## config.mk

```make
export PLATFORM = sky130hd
export DESIGN_NAME = tape_encoder
export DESIGN_NICKNAME = d
export VERILOG_FILES = /design/src/rtl/tape_pkg.sv /design/src/rtl/tape_halfperiod_timer.sv /design/src/rtl/tape_encoder.sv
export SDC_FILE = /design/constraint.sdc
export NUM_CORES = 1
export LEC_CHECK = 0
export BUFFER_PORTS_ARGS = -buffer_cell sky130_fd_sc_hd__buf_2
export CAP_MARGIN = 25
export CORE_UTILIZATION = 50
export DETAILED_ROUTE_END_ITERATION = 12
export PLACE_DENSITY = 0.7
export SETUP_SLACK_MARGIN = 0.5
export SLEW_MARGIN = 15
export SYNTH_ARGS = -nofsm -noshare
export SYNTH_HDL_FRONTEND = slang
export SYNTH_SLANG_ARGS = --single-unit
export TNS_END_PERCENT = 20
```

## constraint.sdc

```tcl
create_clock -name clk -period 8.6 [get_ports clk]
set_clock_uncertainty 0.1 [all_clocks]
set_input_delay 0.43 -clock clk [delete_from_list [all_inputs] [get_ports clk]]
set_output_delay 0.43 -clock clk [all_outputs]
set_load 0.02 [all_outputs]
```

## src/rtl/tape_pkg.sv

```systemverilog
// Shared tape-interface definitions.
// Holds the ROM-loader T-state timings, standard pilot counts, the
// T-state -> clock-cycle conversion and the block state encoding, which
// the receive-side tape blocks decode with the same values.
package tape_pkg;

  localparam int TMR_W = 32;

  // Half-period lengths in Spectrum T-states
  localparam int unsigned T_PILOT = 2168;
  localparam int unsigned T_SYNC1 = 667;
  localparam int unsigned T_SYNC2 = 735;
  localparam int unsigned T_BIT0  = 855;
  localparam int unsigned T_BIT1  = 1710;

  // Pilot half-period counts, selected by bit 7 of the flag byte
  localparam int unsigned PILOT_HDR_CNT  = 8063;
  localparam int unsigned PILOT_DATA_CNT = 3223;

  localparam logic [2:0] ST_IDLE  = 3'd0;
  localparam logic [2:0] ST_PILOT = 3'd1;
  localparam logic [2:0] ST_SYNC1 = 3'd2;
  localparam logic [2:0] ST_SYNC2 = 3'd3;
  localparam logic [2:0] ST_DATA  = 3'd4;
  localparam logic [2:0] ST_PAUSE = 3'd5;

  // T-states -> clk cycles, truncated. The product needs 64 bits
  // (e.g. 2168 * 27 MHz); the result always fits 32.
  function automatic logic [TMR_W-1:0] tstate_to_cyc(input int unsigned t,
                                                     input int unsigned clk_hz,
                                                     input int unsigned ts_hz);
    logic [63:0] prod;
    prod = 64'(t) * 64'(clk_hz);
    return TMR_W'(prod / 64'(ts_hz));
  endfunction

endpackage

```

## src/rtl/tape_halfperiod_timer.sv

```systemverilog
// Half-period countdown timer.
// load  : start a new interval of len cycles (takes priority over stop)
// len   : interval length in clk cycles, >= 1
// stop  : halt the timer; expire stays low until the next load
// expire: high on the last cycle of the interval, i.e. len cycles after
//         the load edge, so the owner's next edge lands exactly on time
module tape_halfperiod_timer
  import tape_pkg::*;
(
  input  logic             clk,
  input  logic             reset_n,
  input  logic             load,
  input  logic [TMR_W-1:0] len,
  input  logic             stop,
  output logic             expire
);

  logic [TMR_W-1:0] cnt;
  logic             run;

  always_ff @(posedge clk or negedge reset_n) begin
    if (!reset_n) begin
      cnt <= '0;
      run <= 1'b0;
    end else if (load) begin
      cnt <= len - TMR_W'(1);
      run <= 1'b1;
    end else if (stop) begin
      cnt <= '0;
      run <= 1'b0;
    end else if (run && cnt != '0) begin
      cnt <= cnt - TMR_W'(1);
    end
  end

  assign expire = run && (cnt == '0);

endmodule

```

## src/rtl/tape_encoder.sv

```systemverilog
// ZX Spectrum tape signal generator (save/playback side).
// Per block: pilot tone, sync1, sync2, data bits MSB-first, silent pause.
// Ports:
//   clk, reset_n      : clock, async active-low reset
//   s_data/s_valid/s_last/s_ready : byte stream, s_last marks block end
//   aud               : registered square-wave output
//   busy              : high outside IDLE
//   underrun          : one-cycle pulse when a mid-block byte is missing
module tape_encoder
  import tape_pkg::*;
#(
  parameter int unsigned CLK_FREQ   = 27000000,
  parameter int unsigned TSTATE_HZ  = 3500000,
  parameter int unsigned PILOT_HDR  = PILOT_HDR_CNT,
  parameter int unsigned PILOT_DATA = PILOT_DATA_CNT,
  parameter int unsigned PAUSE_MS   = 1000
) (
  input  logic       clk,
  input  logic       reset_n,
  input  logic [7:0] s_data,
  input  logic       s_valid,
  input  logic       s_last,
  output logic       s_ready,
  output logic       aud,
  output logic       busy,
  output logic       underrun
);

  localparam logic [TMR_W-1:0] LEN_PILOT = tstate_to_cyc(T_PILOT, CLK_FREQ, TSTATE_HZ);
  localparam logic [TMR_W-1:0] LEN_SYNC1 = tstate_to_cyc(T_SYNC1, CLK_FREQ, TSTATE_HZ);
  localparam logic [TMR_W-1:0] LEN_SYNC2 = tstate_to_cyc(T_SYNC2, CLK_FREQ, TSTATE_HZ);
  localparam logic [TMR_W-1:0] LEN_BIT0  = tstate_to_cyc(T_BIT0, CLK_FREQ, TSTATE_HZ);
  localparam logic [TMR_W-1:0] LEN_BIT1  = tstate_to_cyc(T_BIT1, CLK_FREQ, TSTATE_HZ);
  localparam logic [TMR_W-1:0] PAUSE_CYC = TMR_W'((CLK_FREQ / 1000) * PAUSE_MS);

  logic [2:0]       state;
  logic [TMR_W-1:0] pilot_left;
  logic [7:0]       shift;
  logic [2:0]       bit_idx;
  logic             half;       // 0: first half of current bit, 1: second
  logic             last_flag;

  logic             expire, tmr_load, tmr_stop;
  logic [TMR_W-1:0] tmr_len;
  logic             byte_end;

  tape_halfperiod_timer u_tmr (
    .clk    (clk),
    .reset_n(reset_n),
    .load   (tmr_load),
    .len    (tmr_len),
    .stop   (tmr_stop),
    .expire (expire)
  );

  // Byte loads coincide with the expiry that ends the previous half-period,
  // so the next length is already known from the incoming byte's bit 7 and
  // no gap cycle appears. The SYNC2 expiry is the entry load of DATA.
  assign byte_end = (state == ST_DATA) && expire && half && (bit_idx == 3'd7);
  assign s_ready  = ((state == ST_SYNC2) && expire) || (byte_end && !last_flag);
  assign underrun = byte_end && !last_flag && !s_valid;
  assign busy     = (state != ST_IDLE);

  always_comb begin
    tmr_load = 1'b0;
    tmr_stop = 1'b0;
    tmr_len  = LEN_PILOT;
    case (state)
      ST_IDLE:  tmr_load = s_valid;
      ST_PILOT: begin
        tmr_load = expire;
        if (pilot_left == TMR_W'(1)) tmr_len = LEN_SYNC1;
      end
      ST_SYNC1: begin
        tmr_load = expire;
        tmr_len  = LEN_SYNC2;
      end
      ST_SYNC2: begin
        tmr_load = expire;
        tmr_len  = s_data[7] ? LEN_BIT1 : LEN_BIT0;
      end
      ST_DATA: begin
        tmr_load = expire;
        if (!half)                      tmr_len = shift[7] ? LEN_BIT1 : LEN_BIT0;
        else if (bit_idx != 3'd7)       tmr_len = shift[6] ? LEN_BIT1 : LEN_BIT0;
        else if (last_flag || !s_valid) tmr_len = PAUSE_CYC;
        else                            tmr_len = s_data[7] ? LEN_BIT1 : LEN_BIT0;
      end
      ST_PAUSE: tmr_stop = expire;
      default: ;
    endcase
  end

  always_ff @(posedge clk or negedge reset_n) begin
    if (!reset_n) begin
      state      <= ST_IDLE;
      aud        <= 1'b0;
      pilot_left <= '0;
      shift      <= '0;
      bit_idx    <= '0;
      half       <= 1'b0;
      last_flag  <= 1'b0;
    end else begin
      case (state)
        ST_IDLE: if (s_valid) begin
          // Flag byte is only peeked here; it is accepted on SYNC2 expiry.
          aud        <= ~aud;
          pilot_left <= s_data[7] ? TMR_W'(PILOT_DATA) : TMR_W'(PILOT_HDR);
          state      <= ST_PILOT;
        end
        ST_PILOT: if (expire) begin
          // N pilot half-periods; the N-th expiry toggles into SYNC1.
          aud        <= ~aud;
          pilot_left <= pilot_left - TMR_W'(1);
          if (pilot_left == TMR_W'(1)) state <= ST_SYNC1;
        end
        ST_SYNC1: if (expire) begin
          aud   <= ~aud;
          state <= ST_SYNC2;
        end
        ST_SYNC2: if (expire) begin
          aud       <= ~aud;
          shift     <= s_data;
          last_flag <= s_last;
          bit_idx   <= '0;
          half      <= 1'b0;
          state     <= ST_DATA;
        end
        ST_DATA: if (expire) begin
          if (!half) begin
            half <= 1'b1;
            aud  <= ~aud;
          end else begin
            half <= 1'b0;
            if (bit_idx != 3'd7) begin
              bit_idx <= bit_idx + 3'd1;
              shift   <= {shift[6:0], 1'b0};
              aud     <= ~aud;
            end else if (last_flag || !s_valid) begin
              aud   <= 1'b0;
              state <= ST_PAUSE;
            end else begin
              aud       <= ~aud;
              shift     <= s_data;
              last_flag <= s_last;
              bit_idx   <= '0;
            end
          end
        end
        ST_PAUSE: if (expire) state <= ST_IDLE;
        default: state <= ST_IDLE;
      endcase
    end
  end

endmodule

```

==> run metrics <==
status=finished, violations left; failing checks=negative hold slack; max cap viols=0; sequential cell area=slightly above 2000 µm²; Psw=0.000163 W; Final TNS setup=0 ns; first-pass GRT wire length=20300 µm; worst-path cell chain=inv_1 -> ha_1 -> nor4b_2 -> and3_1 -> nand4_1 -> a2111oi_0 -> xnor2_1 -> nor2_1; Buf/Inv on CP=1; Final Wtd Congestion=0.906; largest family of logic cells by synthesized area=simple AND/OR/NAND/NOR gates; main area contributors after synthesis=dfrtp_1 (41%), nor2_1 (5.7%), nand2_1 (5.0%); Synth top area share=40.6%; reg2reg start=u_tmr.cnt[0]; vias per cell=between 6 and 7; Port Buffer Count=15; CTS tree=yes; NumNets Final=a little over 600; worst vdd ir=approximately 99 µV; number of global-route vias before repair=between 4000 and 5000; Die Wd=103 µm; final cell utilization of the core=55.1%; hold crit path type=input pin to asynchronous set/reset pin; drt first pass iters=5; mean post-synth cell area=approximately 8.6 µm²; Clk Latency, worst-skew pair=0.36 ns; die height=103 µm; min Tclk post-route=3.67 ns; hold-fix buffers at CTS=0; slowest stage cell, crit path=a2111oi_0; Post-Synth XOR/XNOR Area=5.89%; fin crit share=42.7%; largest net degree at the start of global routing=slightly above 80; Comb pwr share=2.6%; post-DP HPWL=about 8300 µm; Max Freq=0.272 GHz; H-tree Lvls=3; GRT Util Overall=between 20 and 25%; DR iter-0 viols=around 310; Syn Nets=608; Fill cells=902; Clock Power Share=39.9%; Arrival @ worst endpoint=around 3.8 ns; sequential-to-total area share from yosys stat=between 40% and 50%; Final WS setup=4.93 ns; static leakage=around 1.9 nW; Final ANT Viol Nets=0; critical path type=flop to flop; Post-synth EDFFs=0; R2R Setup Slk=4.93 ns; Req. time, crit path=approximately 8.7 ns; compound-cell area share of the yosys netlist=approximately a fifth; Mapped Area=about 5100 µm²; antenna cell count=0; RSZ-0062 raised after global routing=no; cell internal pwr=0.000514 W; endpoint class of the critical path=flop; row count=36; ys flop type=dfrtp_1; Power Density=126 nW/µm²; Reg clk slew, reported paths=0.09 ns; Hold WS=-0.000829 ns; Final Hold Viols=1; clock buffer depth=2; Starting Density=51.7%; Max Slew Vio Count=0; boundary pin count=16; Flop pwr share=about 58%; clock sink total=82; mux cell area share after synthesis=2.45%; Max stage delay on crit path=0.85 ns; FF+latch count, synth=between 80 and 90; Synth-to-Final Area Change=6.51%; Post-Route WL=around 12000 µm; area occupied by multi-input gates=2830 µm²; GR Overflow Total=0; initial antenna violation count=0; total number of vias=4444; reg2reg path depth=8; Synth Area in Simple Gates=26.6%; worst-margin pin slew=0.948 ns; crit path launch type=flop; Core Region=9770 µm²; CP delay by family, top=simple AND/OR/NAND/NOR gates; root buf cell=clkbuf_8; Synth Instances=590; Async SR Flop Fraction=100%; DRC Markers=0; Slew headroom=36.8%; post-synth cell types=66; switching share of power=24.0%; postcts setup bufs=0; Die Area=10500 µm²; average wire per standard cell=16.7 µm; Worst R2R End=pilot_left[29]; dpl ws=5.03 ns; adder-cell share of the synthesized area=1.48%; TritonCTS Buffers=9; YS warnings=0; setup violators final=0; post_cts resized=0; leading area contributor after synthesis=dfrtp_1; layout cells sized above 1=9.14%; crit-path max FO=21
power by group through the flow:
stage,registers (W),clock network [W],logic (W)
after floorplan,0.000397,0,0.00000549
after global placement,0.000397,0,0.0000174
after global routing,0.000390,0.000294,0.0000201
after detailed placement,0.000397,0,0.0000177
after CTS,0.000389,0.000276,0.0000177
final,0.000389,0.000270,0.0000173
synthesized netlist by cell type (all sizes together) (7+ instances only):
library cell	number
a211oi	13
or4	8
or3	10
xnor2	24
nand4	16
a21oi	34
a2111oi	9
nor4	17
nand2	68
clkbuf	26
buf	7
nor3	16
inv	12
a31oi	8
nor2	77
dfrtp	82
o21ai	40
xor2	10
mux2i	9
nand3	15
cell usage in the layout (no fill, tap or decap), types with 3 or more instances in the layout:
master / count
inv_1: 12
xnor2_1: 24
nand4_1: 16
xor2_1: 10
and2_1: 3
nor3_1: 15
a211oi_1: 13
or3_1: 10
nand2_1: 67
ha_1: 6
a22o_1: 3
or4_1: 7
nor2b_1: 6
nor2_1: 77
clkinv_4: 3
nor4_1: 14
o22a_1: 3
o22ai_1: 4
nand4b_1: 5
a31oi_1: 8
nand2b_1: 5
a32oi_1: 3
o31ai_1: 4
and3_1: 3
clkbuf_8: 11
a2111oi_0: 7
dfrtp_1: 82
a21oi_1: 33
mux2i_1: 9
or2_2: 5
a22oi_1: 6
nand3_1: 15
mux2_2: 3
buf_2: 14
o21ai_0: 39
worst max path at each step:
stage / from / to / slack [ns] / depth (start not counted)
CTS: u_tmr.cnt[0] / pilot_left[29] / 4.99 / 8
global placement: u_tmr.cnt[0] / pilot_left[3] / 5.13 / 8
floorplan: pilot_left[26] / u_tmr.cnt[2] / 5.60 / 8
detailed placement: u_tmr.cnt[0] / pilot_left[29] / 5.03 / 8
global route: u_tmr.cnt[0] / pilot_left[3] / 4.59 / 8
finish: u_tmr.cnt[0] / pilot_left[29] / 4.93 / 8
layer usage:
metal / GRT usage, % / share of wire [%] / vias to the layer above
li1: - / - / 2161
met1: 34.2 / 45 / 2129
met2: 38.5 / 48 / 138
met3: 5.69 / 6.4 / 16
met4: 6.81 / 1.4 / 0
met5: 0 / 0 / -
state kept, by name, indices dropped and copies added, names as in the netlist:
| signal | flops |
|---|---|
| aud | 1 |
| half | 1 |
| pilot_left | 32 |
| u_tmr.run | 1 |
| shift | 8 |
| bit_idx | 3 |
| last_flag | 1 |
| u_tmr.cnt | 32 |
| state | 3 |
layout make-up:
cell class	count	area share, %
Inverter	12	0.836
Tap cell	133	3.09
Multi-Input combinational cell	463	52.5
Clock buffer	11	2.81
Timing Repair Buffer	18	1.93
Clock inverter	5	0.720
Sequential cell	82	38.1
cells by family (layout without fill, tap and decap cells):
logic type	after synthesis	count (layout)
XOR/XNOR	34	34
flip-flops	82	82
adder cells (fa/ha/maj)	6	6
AND/OR/NAND/NOR	263	263
AO/OA/AOI/OAI	148	148
multiplexers	12	12
buffers and inverters	45	46
per-stage QoR:
step	hold WS (ns)	total power, W	instances	cell area [µm²]
floorplan	0.0344	0.000402	590	5060
global placement	0.363	0.000414	707	5180
detailed placement	0.374	0.000415	707	5180
global route	0.0711	0.000704	724	5390
finish	-0.000829	0.000676	724	5390
CTS	0.190	0.000683	723	5380
Power figures use the tool's default switching activity.
